File: src/rtl/regfile_wb_pkg.sv
// Shared types and constants for the register-file writeback initiator.
package regfile_wb_pkg;

  localparam int XLEN = 32;

  localparam logic [4:0] REG_ZERO = 5'd0;

  typedef struct packed {
    logic            live;
    logic [4:0]      rd;
    logic [XLEN-1:0] data;
  } wb_entry_t;

endpackage

File: src/rtl/regfile_wb_if.sv
// Producer handshakes (ALU, LSU) and the register-file write port.
interface regfile_wb_if #(parameter int XLEN = regfile_wb_pkg::XLEN);

  logic            alu_valid;
  logic            alu_ready;
  logic [4:0]      alu_rd;
  logic [XLEN-1:0] alu_data;

  logic            lsu_valid;
  logic            lsu_ready;
  logic [4:0]      lsu_rd;
  logic [XLEN-1:0] lsu_data;

  logic            rf_we;
  logic [4:0]      rf_waddr;
  logic [XLEN-1:0] rf_wdata;

  modport slave (
    input  alu_valid, alu_rd, alu_data,
    input  lsu_valid, lsu_rd, lsu_data,
    output alu_ready, lsu_ready,
    output rf_we, rf_waddr, rf_wdata
  );

  modport master (
    output alu_valid, alu_rd, alu_data,
    output lsu_valid, lsu_rd, lsu_data,
    input  alu_ready, lsu_ready,
    input  rf_we, rf_waddr, rf_wdata
  );

endinterface

File: src/rtl/regfile_wb_queue.sv
// Circular buffer of pending LSU results with per-entry live bits and kill-by-rd.
module wb_queue
  import regfile_wb_pkg::*;
#(
  parameter int DEPTH = 4
) (
  input  logic                     clk,
  input  logic                     rst,
  input  logic                     enq,
  input  logic [4:0]               enq_rd,
  input  logic [XLEN-1:0]          enq_data,
  input  logic                     pop,
  input  logic                     kill,
  input  logic [4:0]               kill_rd,
  output wb_entry_t                entries [DEPTH],
  output logic [$clog2(DEPTH)-1:0] head,
  output logic [$clog2(DEPTH):0]   count
);

  localparam int AW = $clog2(DEPTH);

  logic [AW-1:0] tail;

  // An entry enqueued in the same cycle as a kill is older than the killer, so it lands dead.
  always_ff @(posedge clk) begin
    if (rst) begin
      head  <= '0;
      tail  <= '0;
      count <= '0;
      for (int i = 0; i < DEPTH; i++) begin
        entries[i].live <= 1'b0;
      end
    end else begin
      if (kill) begin
        for (int i = 0; i < DEPTH; i++) begin
          if (entries[i].rd == kill_rd) begin
            entries[i].live <= 1'b0;
          end
        end
      end
      if (enq) begin
        entries[tail].live <= !(kill && (enq_rd == kill_rd));
        entries[tail].rd   <= enq_rd;
        entries[tail].data <= enq_data;
        tail               <= tail + 1'b1;
      end
      if (pop) begin
        head <= head + 1'b1;
      end
      count <= count + {{AW{1'b0}}, enq} - {{AW{1'b0}}, pop};
    end
  end

endmodule

File: src/rtl/regfile_wb.sv
// Writeback initiator: arbitrates ALU and queued LSU results onto the register
// file write port and offers a two-port bypass of in-flight values.
module regfile_wb
  import regfile_wb_pkg::*;
#(
  parameter int XLEN  = 32,
  parameter int DEPTH = 4
) (
  input  logic                   clk,
  input  logic                   rst,
  regfile_wb_if.slave            wb,
  input  logic [4:0]             byp_addr1,
  input  logic [4:0]             byp_addr2,
  output logic                   byp_hit1,
  output logic                   byp_hit2,
  output logic [XLEN-1:0]        byp_data1,
  output logic [XLEN-1:0]        byp_data2,
  output logic [$clog2(DEPTH):0] q_count
);

  localparam int AW = $clog2(DEPTH);
  localparam logic [AW:0] FULL = (AW+1)'(DEPTH);

  wb_entry_t     entries [DEPTH];
  wb_entry_t     head_e;
  logic [AW-1:0] head;
  logic [AW:0]   count;
  logic          not_full;
  logic          alu_wr;
  logic          lsu_enq;
  logic          pop;

  // Readiness depends on occupancy only; a full queue stalls the ALU so the head drains.
  assign not_full     = (count < FULL);
  assign wb.alu_ready = not_full;
  assign wb.lsu_ready = not_full;
  assign q_count      = count;

  assign alu_wr  = wb.alu_valid && not_full && (wb.alu_rd != REG_ZERO);
  assign lsu_enq = wb.lsu_valid && not_full && (wb.lsu_rd != REG_ZERO);
  assign pop     = !alu_wr && (count != '0);
  assign head_e  = entries[head];

  wb_queue #(.DEPTH(DEPTH)) u_queue (
    .clk      (clk),
    .rst      (rst),
    .enq      (lsu_enq),
    .enq_rd   (wb.lsu_rd),
    .enq_data (wb.lsu_data),
    .pop      (pop),
    .kill     (alu_wr),
    .kill_rd  (wb.alu_rd),
    .entries  (entries),
    .head     (head),
    .count    (count)
  );

  always_ff @(posedge clk) begin
    if (rst) begin
      wb.rf_we    <= 1'b0;
      wb.rf_waddr <= REG_ZERO;
      wb.rf_wdata <= '0;
    end else if (alu_wr) begin
      wb.rf_we    <= 1'b1;
      wb.rf_waddr <= wb.alu_rd;
      wb.rf_wdata <= wb.alu_data;
    end else if (pop && head_e.live) begin
      wb.rf_we    <= 1'b1;
      wb.rf_waddr <= head_e.rd;
      wb.rf_wdata <= head_e.data;
    end else begin
      wb.rf_we    <= 1'b0;
      wb.rf_waddr <= REG_ZERO;
      wb.rf_wdata <= '0;
    end
  end

  logic [4:0]      baddr [2];
  logic            bhit  [2];
  logic [XLEN-1:0] bdata [2];

  assign baddr[0]  = byp_addr1;
  assign baddr[1]  = byp_addr2;
  assign byp_hit1  = bhit[0];
  assign byp_hit2  = bhit[1];
  assign byp_data1 = bdata[0];
  assign byp_data2 = bdata[1];

  // Write stage is oldest; queue entries scanned oldest to youngest so the youngest match wins.
  always_comb begin
    for (int p = 0; p < 2; p++) begin
      bhit[p]  = 1'b0;
      bdata[p] = '0;
      if (baddr[p] != REG_ZERO) begin
        if (wb.rf_we && (wb.rf_waddr == baddr[p])) begin
          bhit[p]  = 1'b1;
          bdata[p] = wb.rf_wdata;
        end
        for (int i = 0; i < DEPTH; i++) begin
          if (((AW+1)'(i) < count) && entries[head + AW'(i)].live &&
              (entries[head + AW'(i)].rd == baddr[p])) begin
            bhit[p]  = 1'b1;
            bdata[p] = entries[head + AW'(i)].data;
          end
        end
      end
    end
  end

endmodule

File: src/flat_wrapper.sv
// flat-port wrapper written by rule: the top's interface ports become plain ports
module regfile_wb_flat import regfile_wb_pkg::*;
#(
  parameter int XLEN  = 32,
  parameter int DEPTH = 4
)
  (clk, rst, byp_addr1, byp_addr2, byp_hit1, byp_hit2, byp_data1, byp_data2, q_count, wb_alu_valid, wb_alu_rd, wb_alu_data, wb_lsu_valid, wb_lsu_rd, wb_lsu_data, wb_alu_ready, wb_lsu_ready, wb_rf_we, wb_rf_waddr, wb_rf_wdata);
  regfile_wb_if #(.XLEN(XLEN)) wb_i ();
  input  logic clk;
  input  logic rst;
  input  logic [4:0] byp_addr1;
  input  logic [4:0] byp_addr2;
  output logic byp_hit1;
  output logic byp_hit2;
  output logic [XLEN-1:0] byp_data1;
  output logic [XLEN-1:0] byp_data2;
  output logic [$clog2(DEPTH):0] q_count;
  input wire logic [$bits(wb_i.alu_valid)-1:0] wb_alu_valid;
  input wire logic [$bits(wb_i.alu_rd)-1:0] wb_alu_rd;
  input wire logic [$bits(wb_i.alu_data)-1:0] wb_alu_data;
  input wire logic [$bits(wb_i.lsu_valid)-1:0] wb_lsu_valid;
  input wire logic [$bits(wb_i.lsu_rd)-1:0] wb_lsu_rd;
  input wire logic [$bits(wb_i.lsu_data)-1:0] wb_lsu_data;
  output wire logic [$bits(wb_i.alu_ready)-1:0] wb_alu_ready;
  output wire logic [$bits(wb_i.lsu_ready)-1:0] wb_lsu_ready;
  output wire logic [$bits(wb_i.rf_we)-1:0] wb_rf_we;
  output wire logic [$bits(wb_i.rf_waddr)-1:0] wb_rf_waddr;
  output wire logic [$bits(wb_i.rf_wdata)-1:0] wb_rf_wdata;
  assign wb_i.alu_valid = wb_alu_valid;
  assign wb_i.alu_rd = wb_alu_rd;
  assign wb_i.alu_data = wb_alu_data;
  assign wb_i.lsu_valid = wb_lsu_valid;
  assign wb_i.lsu_rd = wb_lsu_rd;
  assign wb_i.lsu_data = wb_lsu_data;
  assign wb_alu_ready = wb_i.alu_ready;
  assign wb_lsu_ready = wb_i.lsu_ready;
  assign wb_rf_we = wb_i.rf_we;
  assign wb_rf_waddr = wb_i.rf_waddr;
  assign wb_rf_wdata = wb_i.rf_wdata;
  regfile_wb #(.XLEN(XLEN), .DEPTH(DEPTH)) u_core (.clk(clk), .rst(rst), .wb(wb_i), .byp_addr1(byp_addr1), .byp_addr2(byp_addr2), .byp_hit1(byp_hit1), .byp_hit2(byp_hit2), .byp_data1(byp_data1), .byp_data2(byp_data2), .q_count(q_count));
endmodule
File: config.mk
export PLATFORM = sky130hd
export DESIGN_NAME = regfile_wb_flat
export DESIGN_NICKNAME = d
export VERILOG_FILES = /design/src/rtl/regfile_wb_pkg.sv /design/src/rtl/regfile_wb_if.sv /design/src/rtl/regfile_wb_queue.sv /design/src/rtl/regfile_wb.sv /design/src/flat_wrapper.sv
export SDC_FILE = /design/constraint.sdc
export NUM_CORES = 1
export LEC_CHECK = 0
export ABC_CLOCK_PERIOD_IN_PS = 4500
export CAP_MARGIN = 5
export CORE_UTILIZATION = 55
export DETAILED_ROUTE_END_ITERATION = 16
export PLACE_DENSITY = 0.8
export SKIP_CTS_REPAIR_TIMING = 1
export SLEW_MARGIN = 5
export SYNTH_ARGS = -nofsm -noshare
export SYNTH_HDL_FRONTEND = slang
export SYNTH_SLANG_ARGS = --single-unit
File: constraint.sdc
create_clock -name clk -period 4.5 [get_ports clk]
set_input_delay 0.9 -clock clk [delete_from_list [all_inputs] [get_ports clk]]
set_output_delay 0.9 -clock clk [all_outputs]
set_load 0.02 [all_outputs]
* Word level (Yosys, flattened, before mapping)
Cells that the tools add are included.
** Storage, ports and cells
- Register bits :: 197
- Latch bits :: 0
- Memory bits (writable) :: 0
- Bits in read-only memories :: 0
- Input port bits :: 88
- Memories kept :: 0
** Operators by class
- $add $sub $neg :: 6
- Multiply operators :: 0
- Div/mod/pow operators :: 0
- $lt $le $gt $ge :: 11
- Eq/ne operators :: 15
- Shifts and indexed selects :: 0
- Mux-type cells :: 64
- Bitwise operators :: 6
- Reduce and logical (&&, ||, !) cells :: 30
** Operators with widths (number)
- 2-to-1 mux 32 bit :: 15
- bitwise mux 152 bit :: 3
- 2-to-1 mux 38 bit :: 9
- binary-select mux 38 bit (select 2 bit) :: 4
- demux 38 bit (select 2 bit) :: 3
- 2-to-1 mux 152 bit :: 1
- == test 5 bit :: 15
- 2-to-1 mux 37 bit :: 1
- 2-to-1 mux 1 bit :: 26
- logical AND 1 bit :: 22
- nonzero test 5 bit :: 4
- greater-or-equal comparator 3 bit (second input constant) :: 5
- inverter 2 -> 3 bit :: 5
- 2-to-1 mux 5 bit :: 2
- < comparator 1 x 3 -> 1 bit (first input constant) :: 2
- < comparator 2 x 3 -> 1 bit (first input constant) :: 2
- adder 2 x 1 -> 2 bit (second input constant) :: 2
- adder 2 bit (second input constant) :: 2
- adder 3 x 1 -> 3 bit :: 1
- < comparator 3 x 1 -> 1 bit (second input constant) :: 1
- < comparator 3 bit (second input constant) :: 1
- nonzero test 3 bit :: 1
- subtractor 3 x 1 -> 3 bit :: 1
- logical NOT 1 bit :: 2
- 2 further kinds :: 2

* Depth between registers and ports, before layout
Gate-level depths: netlist of the first run.
- Word-level depth :: 11
- Gate-level depth with buffers :: 11
- Gate-level depth less buffers :: 9

* Cells and area by module
Synthesis of the first run repeated with hierarchy kept, for this count alone.
** Unflattened totals
- Cell total of the unflattened synthesis :: 1375
- Area, all modules :: 13372.8 µm²
** Modules (own cells, without submodules)
- regfile_wb :: times used 1, cells each 1131, area an instance 8080.2 µm²
- wb_queue :: times used 1, cells each 244, area an instance 5292.6 µm²

* Worst setup path after synthesis of the first run
No wires, ideal clock.
- Path type :: in2out
- From :: in byp_addr1[2]
- To :: out byp_data1[23]
- Data arrival time :: 2.931 ns
- Required time :: 3.600 ns
- Slack :: 0.669 ns
- Stages :: 9
- Path buffers :: 3
- Cells stage by stage :: clkbuf_1 -> xor2_1 -> nor4_1 -> and3_1 -> buf_1 -> clkbuf_1 -> o211a_1 -> a211oi_1 -> o31ai_1
** On the way
- Cells in the longest elaborated chain, start to end :: 8
- Elaborated cells between the ends (all ways) :: 17
- Classes of those cells :: eq/ne: 5; mux: 6; reduce/logical: 6
** RTL lines
- start, declared :: RTL line flat_wrapper.sv:11 : input logic [4:0] byp_addr1;
- == test 5 bit :: RTL line regfile_wb.sv:95 : if (wb.rf_we && (wb.rf_waddr == baddr[p])) begin
- logical AND 1 bit :: RTL line regfile_wb.sv:95
- 2-to-1 mux 32 bit :: RTL line regfile_wb.sv:95
- 2-to-1 mux 32 bit (4 in series) :: RTL line regfile_wb.sv:100 : if (((AW+1)'(i) < count) && entries[head + AW'(i)].live &&
- 2-to-1 mux 32 bit (*) :: RTL line regfile_wb.sv:94 : if (baddr[p] != REG_ZERO) begin
- end, declared :: RTL line flat_wrapper.sv:15 : output logic [XLEN-1:0] byp_data1;
Every way passes the cells marked *; elsewhere a longest branch is shown, timed or not.

* Final worst setup path of the first run
- From :: in byp_addr1[1]
- To :: out byp_data1[1]
The elaborated chain is that of the path after synthesis.

==> impl_metrics.tcl, run 1 <==
set metrics [dict create \
    status "completed" \
    drc 0 \
    maxCapViolCount 0 \
    synth_seq_cells 197 \
    synth_area_um2 14100 \
    io_buffer_count 196 \
    routabilityCongestion 0.941 \
    finalMaxSlewViolations 0 \
    synthesis.nets 1496 \
    crit_path_end "byp_data1[1]" \
    criticalPathCategory "in2out" \
    start_kind "primary input" \
    r2r_start "u_core.u_queue.count[2]" \
    ys_warn_count 0 \
    cts_sinks 197 \
    p_int_mw 4.21 \
    syn_to_final_growth_pct 27.6 \
    hold_class "reg2reg" \
    period_minus_slack_ns 4.41 \
    fin_area_um2 18000 \
    hold_viol 0 \
    synth_top_area_share_pct 31.4 \
    synth_area_leader_cell "edfxtp_1" \
    synth.yosys.seq_area_share_pct 38.4 \
    power_density_nw_per_um2 399 \
    async_reset_ff_share_pct 0 \
    p_comb_share_pct 47.4 \
    power_switching_mw 3.00 \
    leakagePower_nw 7.14 \
    drive_gt1_share_pct 15.5 \
    layout_common_cells "edfxtp_1, clkdlybuf4s50_1, a21oi_1, nor2b_1, a211oi_1" \
    final_common_cell "edfxtp_1" \
    irDropWorstVdd_v 0.000238 \
    crit_fanout 14 \
    root_buffer "clkbuf_16" \
    ys.flop_type "edfxtp_1" \
    synthCells 1399 \
    grt_pass1_vias 13100 \
    rsz0062_at_grt "no" \
    fmax_ghz 0.227 \
    r2r_slack_ns 1.69 \
    start_util_pct 56.1 \
    reg2reg_depth 7 \
    p_sw_share_pct 41.6 \
    synth_edf_count 148 \
    rows 58 \
    nNetsFinal 1675 \
    avgSynthCellArea_um2 10.1 \
    finalCritPeriodShare_pct 98.1 \
    antenna_found_initial 2 \
    num_io_pins 197 \
    fp.dieH_um 162 \
    min_path_cells 2 \
    synth.area.top_cells "edfxtp_1, mux4_2, dfxtp_1, mux2i_1, a211oi_1" \
    p_total_mw 7.20 \
    avgRoutedWirePerCell_um 25.1 \
    holdWs_ns 0.514 \
    htreeDepth 4 \
    worst-slew-pin-transition_ns 0.984 \
    fin_worst_skew_ns 0.00967 \
    hpwl_um 31900 \
    placed_area_um2 17100 \
    yosysUniqueCellTypes 57 \
    cts_buffers 17 \
    die_x_um 162 \
    grt_pass1_wl_um 72600 \
    grt_usage_pct 35.7 \
    relSlewSlack_pct 34.4 \
    via_per_inst 7.18 \
    firstDrtPassIters 7 \
    cts_tree "yes" \
    critical_path_arrival_ns 3.51 \
    grt_max_degree 97 \
    antenna_left 0 \
    clock_power_share_pct 21.3 \
    clockBufferDepth 2 \
    crit_path_end_kind "output pin" \
    core_area_um2 25200 \
    dieArea_um2 26300 \
    setup_viol 0 \
    dr_total_vias 13800 \
    grt-ovfl-total 0 \
    cp.required_ns 3.60 \
    seq_power_share_pct 31.3 \
    cp-startpoint "byp_addr1[1]" \
    wl_um 48400 \
    clk_pin_slew_ns 0.07 \
    drtIter0Drc 2064 \
    insertion_delay_ns 0.44 \
]
[synthesized netlist by cell type (12+ instances only)]
library cell    n
a211oi_1       89
a21oi_1       122
a221oi_1       31
a22oi_1        37
a32oi_1        30
buf_2          40
clkbuf_1      102
dfxtp_1        49
edfxtp_1      148
mux2i_1        71
mux4_2         53
nand2_1        85
nand3_1        12
nand4_1        37
nor2_1         56
nor2b_1        92
nor3_1         14
o2111ai_1      32
o211a_1        30
o21ai_0        33
o31ai_1        61
xnor2_1        48
xor2_1         31
[per-layer routing]
metal	wire length, um	track usage (%)
met5	0	0
met4	2430	17.8
met3	5740	6.33
met2	22500	57.7
met1	17700	46.2
[through the flow]
| stage | cells | setup slack [ns] | utilization, % | setup TNS (ns) |
|---|---|---|---|---|
| global placement | 1875 | -0.127 | 68.0 | -2.44 |
| floorplan | 1399 | 0.669 | - | 0 |
| CTS | 1907 | -0.428 | 70.3 | -12.82 |
| detailed placement | 1875 | -0.167 | 68.0 | -4.12 |
| finish | 1924 | 0.0855 | 71.6 | 0 |
| global route | 1922 | 0.0340 | 71.6 | 0 |
[logic make-up after synthesis]
logic type | synth area share [%]
AOI/OAI and AO/OA | 24.3
buffers and inverters | 5.32
muxes | 14.0
DFF | 38.4
adders and majority gates | 0.850
and+or+nand+nor | 12.2
xor gates and xnor gates | 4.90
[worst max-delay path, cell delays in order]
cell             delay [ns]
clkdlybuf4s50_1        0.55
buf_4                  0.19
xnor2_1                0.12
nand4_1                0.34
buf_4                  0.34
o211a_1                0.24
a211oi_1               0.33
o31ai_1                0.14
buf_4                  0.15
dlymetal6s2s_1         0.20
[power groups by stage]
| stage | clock, mW | sequential [mW] | combinational, mW |
|---|---|---|---|
| floorplan | 0 | 2.29 | 2.23 |
| global placement | 0 | 2.28 | 3.14 |
| detailed placement | 0 | 2.29 | 3.22 |
| CTS | 1.54 | 2.26 | 3.25 |
| global route | 1.60 | 2.27 | 3.63 |
| finish | 1.53 | 2.25 | 3.42 |
[how the worst min path moves through the flow]
stage | endpoint | from | slack (ns)
after floorplan | u_core.u_queue.tail[1] | u_core.u_queue.tail[1] | 0.47
after global placement | u_core.u_queue.tail[1] | u_core.u_queue.tail[1] | 0.48
after detailed placement | u_core.u_queue.tail[1] | u_core.u_queue.tail[1] | 0.50
after CTS | u_core.u_queue.tail[1] | u_core.u_queue.tail[1] | 0.51
after global routing | u_core.u_queue.tail[1] | u_core.u_queue.tail[1] | 0.55
final | u_core.u_queue.tail[1] | u_core.u_queue.tail[1] | 0.51
[final cells by class]
class | count | area (um^2)
Multi-Input combinational cell | 1031 | 8080
Inverter | 11 | 42.5
Clock buffer | 19 | 433
Antenna cell | 3 | 7.51
Sequential cell | 197 | 5430
Timing Repair Buffer | 320 | 3490
Fill cell | 1771 | 7140
Clock inverter | 13 | 140
Tap cell | 330 | 413
Note: power is estimated with default switching activity, not from simulation.
==> run 2: changes to the inputs <==
Settings changed: CAP_MARGIN 5 to not set, CTS_BUF_LIST set to sky130_fd_sc_hd__clkbuf_8, DONT_BUFFER_PORTS set to 1, PLACE_DENSITY 0.8 to 0.7.
==> run 2 against run 1 <==
Against the previous run: sequential cell count stayed put; global-route usage is 2.3 points lower; sequential power is 4% higher; utilization is 10 points lower; worst setup slack better by 0.027 ns; count of clock-buffer cells in the layout is 2 lower; non-clock buffer count is 188 lower; die area stayed put; hold slack worse by 0.043 ns; register-to-register slack better by 0.13 ns; sequential share of layout area is 5.1 points higher; wire length is 6.6% lower; critical endpoint is now byp_data2[26].
==> impl_metrics.tcl, run 2 (synthesized netlist as in run 1, its figures left out) <==
set metrics [dict create \
    placed_area_um2 14900 \
    layout_common_cells "edfxtp_1, buf_4, a21oi_1, nor2b_1, a211oi_1" \
    rsz0062_at_grt "no" \
    worst-slew-pin-transition_ns 1.00 \
    core_area_um2 25200 \
    p_int_mw 3.62 \
    status "completed" \
    r2r_slack_ns 1.82 \
    firstDrtPassIters 6 \
    dieArea_um2 26300 \
    routabilityCongestion 0.960 \
    p_comb_share_pct 45.4 \
    antenna_found_initial 0 \
    cpMaxStageDelayCell "mux4_2" \
    maxCapViolCount 0 \
    crit_chain "buf_4 > mux4_2 > xor2_1 > nor2_1 > a21oi_4 > nand2b_1 > buf_4 > o31ai_1 > buf_4" \
    syn_to_final_growth_pct 9.22 \
    grt_pass1_vias 11800 \
    htreeDepth 4 \
    grt_max_degree 131 \
    nNetsFinal 1487 \
    min_path_cells 1 \
    via_per_inst 7.30 \
    cp_common_cell "buf_4" \
    fin_worst_skew_ns 0.0184 \
    clockBufferDepth 2 \
    insertion_delay_ns 0.48 \
    irDropWorstVdd_v 0.000337 \
    seq_power_share_pct 36.5 \
    final_common_cell "edfxtp_1" \
    clk_pin_slew_ns 0.12 \
    finalCritPeriodShare_pct 97.5 \
    critical_path_arrival_ns 3.49 \
    start_util_pct 56.1 \
    avgRoutedWirePerCell_um 26.1 \
    fin_ws_ns 0.112 \
    grt_pass1_wl_um 67000 \
    drc 0 \
    reg2reg_depth 6 \
    holdWs_ns 0.471 \
    num_io_pins 197 \
    hpwl_um 30200 \
    drive_gt1_share_pct 18.1 \
    drtIter0Drc 1589 \
    relSlewSlack_pct 33.2 \
    cts_buffers 17 \
    start_kind "flop" \
    cts_sinks 197 \
    cts_tree "yes" \
    crit_path_end_kind "output pin" \
    setup_viol 0 \
    grt-ovfl-total 0 \
    hold_class "in2reg" \
    nFillCells 2064 \
    die_x_um 162 \
    power_density_nw_per_um2 414 \
    wl_um 45200 \
    grt_usage_pct 33.4 \
    clock_power_share_pct 18.1 \
    leakagePower_nw 5.10 \
    max_stage_delay_ns 0.57 \
    period_minus_slack_ns 4.39 \
    finalMaxSlewViolations 0 \
    io_buffer_count 0 \
    root_buffer "clkbuf_8" \
    place_ws_ns 0.485 \
    hold_viol 0 \
    dr_total_vias 12700 \
    fmax_ghz 0.228 \
    crit_fanout 22 \
    power_switching_mw 2.77 \
    fp.dieH_um 162 \
    fin_area_um2 15400 \
    cp.required_ns 3.60 \
    rows 58 \
    p_sw_share_pct 43.4 \
    antenna_left 0 \
    criticalPathCategory "reg2out" \
]
[run 2: cell types whose count changed in the layout (fill, tap and decap cells not counted), sizes merged]
cell	delta
clkdlybuf4s50	-130
dlymetal6s2s	-64
buf	+5
clkinvlp	+2
diode	-2
clkbuf	-1
clkinv	-1
inv	+1
[run 2: worst max-delay path, delay by kind of cell (launching register included)]
kind | cells | cell delay (ns)
buffers and inverters | 3 | 0.73
AOI/OAI and AO/OA | 2 | 0.64
muxes | 1 | 0.57
DFF | 1 | 0.45
xor gates and xnor gates | 1 | 0.33
and+or+nand+nor | 2 | 0.29
[run 2: routing by layer]
layer / wire, um / share of wire [%] / GRT usage (%)
met4: 1420 / 3.2 / 13.0
met1: 17600 / 39 / 44.2
met5: 0 / 0 / 0
met3: 5160 / 11 / 7.87
met2: 21000 / 47 / 53.0
[run 2: cell type report]
| class | count | area, um^2 | area share (%) |
|---|---|---|---|
| antenna | 1 | 2.50 | 0.0162 |
| clock buffer | 17 | 234 | 1.52 |
| clock inverter | 15 | 146 | 0.948 |
| inverter | 11 | 42.5 | 0.276 |
| multi-input combinational | 1031 | 8090 | 52.4 |
| sequential | 197 | 5430 | 35.2 |
| tap | 330 | 413 | 2.68 |
| timing repair buffer | 132 | 1070 | 6.96 |
[run 2: path summary, 6_finish.rpt]
path	endpoint	start
setup / recovery	byp_data2[26]	u_core.u_queue.head[0]
hold / removal	u_core.wb.rf_wdata[14]	rst
setup reg to reg	flop	u_core.u_queue.count[2]
hold reg to reg	u_core.u_queue.tail[1]	u_core.u_queue.tail[1]
[run 2: power by group through the flow]
stage,Combinational (mW),Clock (mW),Sequential [mW]
after floorplan,2.23,0,2.29
after global placement,2.70,0,2.39
after detailed placement,2.75,0,2.40
after CTS,2.76,1.17,2.35
after global routing,3.11,1.23,2.35
final,2.90,1.16,2.33
[run 2: stage by stage]
step,total power [mW],utilization (%),cells,setup TNS [ns]
after floorplan,4.52,-,1399,0
after global placement,5.08,59.1,1689,0
after detailed placement,5.14,59.1,1689,0
after CTS,6.28,60.7,1721,-0.229
after global routing,6.69,61.3,1733,0
final,6.39,61.3,1734,0
==> run 3: changes to the inputs <==
Settings changed: SLEW_MARGIN 5 to not set.
==> results of run 3 <==
Same layout as run 2: the final DEF is identical, and so are final timing and power.
